### src/rtl/wdt32_counter.sv
// Prescaled 32-bit watchdog core: first timeout sets WDOV,
// a second unserviced timeout raises a sticky WDRST.
module wdt32_counter #(
  parameter int unsigned PRESCALE = 1,
  parameter bit          RST_EN   = 1'b1
) (
  input  logic        PCLK,
  input  logic        PRESETn,
  input  logic [31:0] WDLOAD,
  input  logic        WDEN,
  input  logic        WDOVCLR,
  output logic [31:0] WDTMR,
  output logic        WDOV,
  output logic        WDRST
);

  localparam int unsigned PW = $clog2(PRESCALE + 1);
  localparam logic [PW-1:0] PSC_MAX = PW'(PRESCALE - 1);

  typedef enum logic [1:0] {
    S_DIS,
    S_RUN,
    S_EXP,
    S_RRQ
  } state_t;

  state_t        state;
  logic [PW-1:0] psc;
  logic          clr_q;
  logic [31:0]   load_q;

  logic tick;
  logic kick;
  logic ldchg;
  logic expire;

  assign tick   = (psc == PSC_MAX);
  assign kick   = WDOVCLR & ~clr_q;
  assign ldchg  = (WDLOAD != load_q);
  assign expire = tick & (WDTMR == 32'd0);

  always_ff @(posedge PCLK or negedge PRESETn) begin
    if (!PRESETn) begin
      state  <= S_DIS;
      psc    <= '0;
      clr_q  <= 1'b0;
      load_q <= '0;
      WDTMR  <= '0;
      WDOV   <= 1'b0;
      WDRST  <= 1'b0;
    end else begin
      clr_q  <= WDOVCLR;
      load_q <= WDLOAD;
      if (state == S_RRQ) begin
        WDOV  <= 1'b1;
        WDRST <= 1'b1;
      end else if (kick) begin
        WDOV  <= 1'b0;
        WDTMR <= WDLOAD;
        psc   <= '0;
        state <= WDEN ? S_RUN : S_DIS;
      end else if (state == S_DIS) begin
        if (WDEN) begin
          WDTMR <= WDLOAD;
          psc   <= '0;
          state <= S_RUN;
        end
      end else if (!WDEN) begin
        state <= S_DIS;
      end else begin
        psc <= tick ? '0 : psc + 1'b1;
        // Expiry always reloads, so the count never wraps below zero
        if (expire) begin
          WDTMR <= WDLOAD;
          if (state == S_RUN) begin
            WDOV  <= 1'b1;
            state <= S_EXP;
          end else if (RST_EN) begin
            WDRST <= 1'b1;
            state <= S_RRQ;
          end
        end else if (ldchg) begin
          WDTMR <= WDLOAD;
          psc   <= '0;
        end else if (tick) begin
          WDTMR <= WDTMR - 32'd1;
        end
      end
    end
  end

endmodule

### config.mk
export PLATFORM = sky130hd
export DESIGN_NAME = wdt32_counter
export DESIGN_NICKNAME = d
export VERILOG_FILES = /design/src/rtl/wdt32_counter.sv
export SDC_FILE = /design/constraint.sdc
export NUM_CORES = 1
export LEC_CHECK = 0
export BUFFER_PORTS_ARGS = -buffer_cell sky130_fd_sc_hd__buf_4
export CAP_MARGIN = 20
export CORE_MARGIN = 4
export CORE_UTILIZATION = 60
export CTS_CLUSTER_DIAMETER = 30
export DETAILED_ROUTE_END_ITERATION = 10
export PLACE_DENSITY = 0.85
export SETUP_SLACK_MARGIN = 0.3
export SLEW_MARGIN = 20
export SYNTH_ARGS = -nofsm -noshare
export SYNTH_HDL_FRONTEND = slang
export SYNTH_SLANG_ARGS = --single-unit
### constraint.sdc
create_clock -name PCLK -period 6.6 [get_ports PCLK]
set_input_delay 1.32 -clock PCLK [delete_from_list [all_inputs] [get_ports PCLK]]
set_output_delay 1.32 -clock PCLK [all_outputs]
set_load 0.1 [all_outputs]
Word level (Yosys, flattened, before mapping)
Cells that the tools add are included.
Word-level totals
  output and inout port bits: 34
  bits in latches: 0
  register bits after elaboration: 70
  RAM bits: 0
  bits of input ports: 36
  memory bits (read-only): 0
  memories kept: 0
  word-level logic and storage cells: 70
Cells by class
  magnitude comparators: 0
  bitwise gates (word level): 5
  multipliers: 0
  multiplexer cells: 33
  reduce and logical (&&, ||, !) cells: 13
  shift-type cells: 0
  div/mod/pow operators: 0
  add/sub/neg operators: 2
  equal/unequal tests: 10
Operators with widths (number)
  2-to-1 mux 32 bit: 7
  zero test 32 bit: 1
  != test 32 bit: 1
  subtractor 32 x 1 -> 32 bit (second input constant): 1
  2-to-1 mux 1 bit: 21
  2-to-1 mux 2 bit: 5
  nonzero test 3 bit: 3
  != test 3 bit (second input constant): 2
  AND reduction 3 bit: 2
  nonzero test 2 bit: 3
  != test 5 x 1 -> 1 bit (second input constant): 1
  AND reduction 5 bit: 1
  != test 2 bit (second input constant): 2
  != test 4 x 1 -> 1 bit (second input constant): 1
  AND reduction 4 bit: 1
  inverter 1 bit: 3
  bitwise AND 1 bit: 2
  equality test 2 x 1 -> 1 bit (second input constant): 1
  equality test 2 bit (second input constant): 1
  zero test 2 bit: 1
  != test 2 x 1 -> 1 bit (second input constant): 1
  AND reduction 2 bit: 1
  adder 1 bit (second input constant): 1

Logic depth before layout (Yosys ltp)
  word-level depth: 7
  gate-level depth with buffers: 11
  depth with buffers taken out: 8

Worst setup path after synthesis
OpenSTA, ideal clock, no wires.
  path kind: flip-flop to flip-flop
  start: register WDTMR[16]
  end: register WDTMR[12]
  arrival: 3099 ps
  clock period less this slack: 3229 ps
  library setup time: 130 ps
  setup slack: 3371 ps
  stages on the path, launching flop included: 11
  path through: dfrtp_1 > buf_6 > or4_4 > or4_4 > o41a_1 > and4_1 > buf_6 > buf_8 > buf_6 > nand3_1 > nand3_1
On the way
  word-level cells in the longest chain between the ends: 6
  elaborated cells on any way between the ends: 8
  classes of those cells: eq/ne (1); mux (4); bitwise (1); reduce/logical (2)
RTL lines
  start, declared: RTL line 12  | output logic [31:0] WDTMR,
  start signal, assigned: RTL line 86  | WDTMR <= WDTMR - 32'd1;
  zero test 32 bit (*): RTL line 40  | assign expire = tick & (WDTMR == 32'd0);
  bitwise AND 1 bit (*): RTL line 40
  2-to-1 mux 32 bit: RTL line 73  | if (expire) begin
  2-to-1 mux 32 bit: RTL line 68  | end else if (!WDEN) begin
  2-to-1 mux 32 bit: RTL line 62  | end else if (state == S_DIS) begin
  2-to-1 mux 32 bit: RTL line 57  | end else if (kick) begin
Every way passes the cells marked *; elsewhere a longest branch is shown, timed or not. The select of a mux whose other input is x is not followed.
A chain may end at the register's enable or synchronous reset.

Worst setup path after layout
  start: input WDLOAD[1]
  end: register WDTMR[1]
On the way
  word-level cells in the longest chain between the ends: 6
  elaborated cells on any way between the ends: 9
  classes of those cells: eq/ne (2); mux (6); reduce/logical (1)
RTL lines
  start, declared: RTL line 9  | input logic [31:0] WDLOAD,
  != test 32 bit: RTL line 39  | assign ldchg = (WDLOAD != load_q);
  2-to-1 mux 32 bit: RTL line 82  | end else if (ldchg) begin
  2-to-1 mux 32 bit: RTL line 73
  2-to-1 mux 32 bit: RTL line 68
  2-to-1 mux 32 bit: RTL line 62
  2-to-1 mux 32 bit: RTL line 57
Parallel ways exist; a longest one is shown, timed or not. The select of a mux whose other input is x is not followed.

==> reports/qor.yml <==
critical_path_class: "in -> reg"
clk_pin_slew_ns: 0.08
max_cap_violations: 0
drive_gt1_share_pct: 20.9
relSlewSlack_pct: 41.7
portBuffers: 69
cts_tree: "done"
run_status: "finished clean"
regToRegSetupSlack_ns: 3.34
drtIter0Drc: 420
start_kind: "input pin"
num_vias: 3416
maxSlewViolCount: 0
syn_area_mm2: 0.00375
via_per_inst: 6.34
synth_edf_count: 0
cts_buffer_depth: 2
synthFlopType: "dfrtp_1"
drtAntennaViolNets: 0
rsz0062_at_grt: "false"
grt_pass1_vias: 3255
yosysSeqAreaShare_pct: 46.0
r2r-start: "WDTMR[16]$_DFFE_PN0P_"
die_w_um: 87.1
whs_endpoint: "WDRST$_DFFE_PN0P_"
period_share_pct: 52.5
wl_per_cell_um: 19.2
dr.pass1.iters: 5
ff2ff_path_depth: 7
drc: 0
grt-ovfl-total: 0
cp.arrival_ns: 3.73
gp_congestion: 0.963
cts_buffers: 9
r2r_end: "WDTMR[24]$_DFFE_PN0P_"
setup_viol_count_final: 0
min_from: "WDRST$_DFFE_PN0P_"
rows: 28
skew_ns: 0.00882
pin_count: 70
detailed_place_hpwl_um: 7180
worstHoldPathType: "reg -> reg"
hold_depth: 1
dieArea_mm2: 0.00759
endpoint_kind: "flop"
synthCells: 399
grt_util_all_layers_pct: 28.2
fp.dieH_um: 87.1
wl_um: 10400
fin_crit_ns: 3.46
post_cts_buffers: 0
ys_ff_latch: 69
ir_drop_v: 0.000167
syn-num-nets: 437
htreeDepth: 3
fillers: 420
p_per_area_mw_per_mm2: 275
ctsHoldBuffers: 0
cts_sinks: 69
fin_nets: 497
hold_violations: 0
yosysUniqueCellTypes: 46
initial_core_util_pct: 62.7
cp_max_fo: 13
grt_pass1_wl_um: 16400
grt_start_max_net_pins: 70
fin_setup_tns_ns: 0
whs_ns: 0.484
synth_warnings: 0
avgSynthCellArea_um2: 9.41
cts_resized: 0
worstMarginPinSlew_ns: 0.875
cp-startpoint: "WDLOAD[1]"
root_buffer: "clkbuf_8"
postSynth.asyncResetShare_pct: 100
synthToLayoutAreaGrowth_pct: 19.3
cellLeakagePower_uw: 0.00193
max_freq_mhz: 289
antenna_cells: 0
antenna_found_initial: 0
clk_latency_ns: 0.34
required_ns: 6.87
core_mm2: 0.00599
[through the flow]
step | total power (uW) | cell area, um2 | utilization, % | worst slack, ns | instances
detailed placement | 803 | 4230 | 70.6 | 2.84 | 523
CTS | 1230 | 4480 | 74.8 | 3.19 | 539
global route | 1270 | 4480 | 74.8 | 3.05 | 539
floorplan | 709 | 3750 | - | 3.37 | 399
global placement | 798 | 4230 | 70.6 | 2.89 | 523
finish | 1230 | 4480 | 74.8 | 3.14 | 539
[cell families after synthesis]
logic type	synth area share (%)
and+or+nand+nor	27.0
buffers and inverters	5.13
DFF	46.0
muxes	1.33
AOI/OAI and AO/OA	12.2
adders and majority gates	0.666
xor gates and xnor gates	7.70
[routing by layer]
| metal | global-route usage (%) | up-vias | share of wire [%] |
|---|---|---|---|
| li1 | - | 1587 | - |
| met1 | 39.5 | 1636 | 43 |
| met2 | 43.8 | 169 | 47 |
| met3 | 6.53 | 24 | 8.5 |
| met4 | 8.93 | 0 | 1.8 |
| met5 | 0 | - | 0 |
[cells in the mapped netlist (4+ instances only)]
master	instances	share of area, %
clkbuf_1	13	1.3
nor2_1	18	1.8
nand2_1	61	6.1
dfrtp_1	69	46
nor3_1	21	2.8
and2_1	5	0.83
o21ai_0	9	1.2
inv_1	9	0.90
nand3_1	40	5.3
buf_6	8	2.4
a22oi_1	6	1.2
o221ai_1	5	1.2
or3_1	4	0.67
nor4_1	12	2.0
xor2_1	5	1.2
nand4_1	20	3.3
a2bb2oi_1	15	3.5
o41ai_1	4	0.93
xnor2_1	28	6.5
or4_1	5	1.0
mux2i_1	5	1.3
[power by group]
group / switching [uW] / internal (uW) / total, uW
logic: 227 / 80.5 / 308
registers: 39.2 / 452 / 491
clock network: 172 / 263 / 435
[state kept, by name, summed over array words and instances, names as in the netlist]
name,cells
clr_q,1
state,2
WDOV,1
WDTMR,32
load_q,32
WDRST,1
[worst max-delay path by stage]
stage	to	slack, ns	depth (start not counted)
after floorplan	WDTMR[12]$_DFFE_PN0P_	3.37	10
after global placement	WDTMR[1]$_DFFE_PN0P_	2.89	7
final	WDTMR[1]$_DFFE_PN0P_	3.14	7
after CTS	WDTMR[1]$_DFFE_PN0P_	3.19	7
after global routing	WDTMR[1]$_DFFE_PN0P_	3.05	7
after detailed placement	WDTMR[1]$_DFFE_PN0P_	2.84	7
[cells in the final DEF (no fill, tap or decap), types with 2 or more instances in the layout]
master,count
a21oi_1,2
a22oi_1,6
a2bb2oi_1,15
a31oi_1,2
and2_1,5
and3_1,3
buf_4,72
bufinv_16,3
clkbuf_8,10
clkinv_4,2
dfrtp_1,69
ha_1,2
inv_1,9
mux2i_1,5
nand2_1,61
nand2b_1,3
nand3_1,40
nand4_1,20
nor2_1,18
nor3_1,21
nor4_1,12
o211ai_1,2
o211ai_2,2
o21ai_0,9
o221ai_1,5
o31ai_1,2
o41ai_1,4
or3_1,4
or4_1,5
or4_4,2
xnor2_1,28
xor2_1,5
[critical path: stages]
cell and delay (ns):
buf_4 0.12, xor2_1 0.15, or4_1 0.53, nor4_1 0.28, nand4_1 0.62, or2_2 0.53, a31oi_1 0.17
[cell type report]
type	instances	area (um2)	area share [%]
multi-input cells	298	1840	41.0
flip-flops and latches	69	1730	38.5
repair buffers	72	541	12.1
clock buffers	11	141	3.16
clock inverters	5	108	2.40
well taps	75	93.8	2.09
inverters	9	33.8	0.754
(Power assumes the default switching activity.)
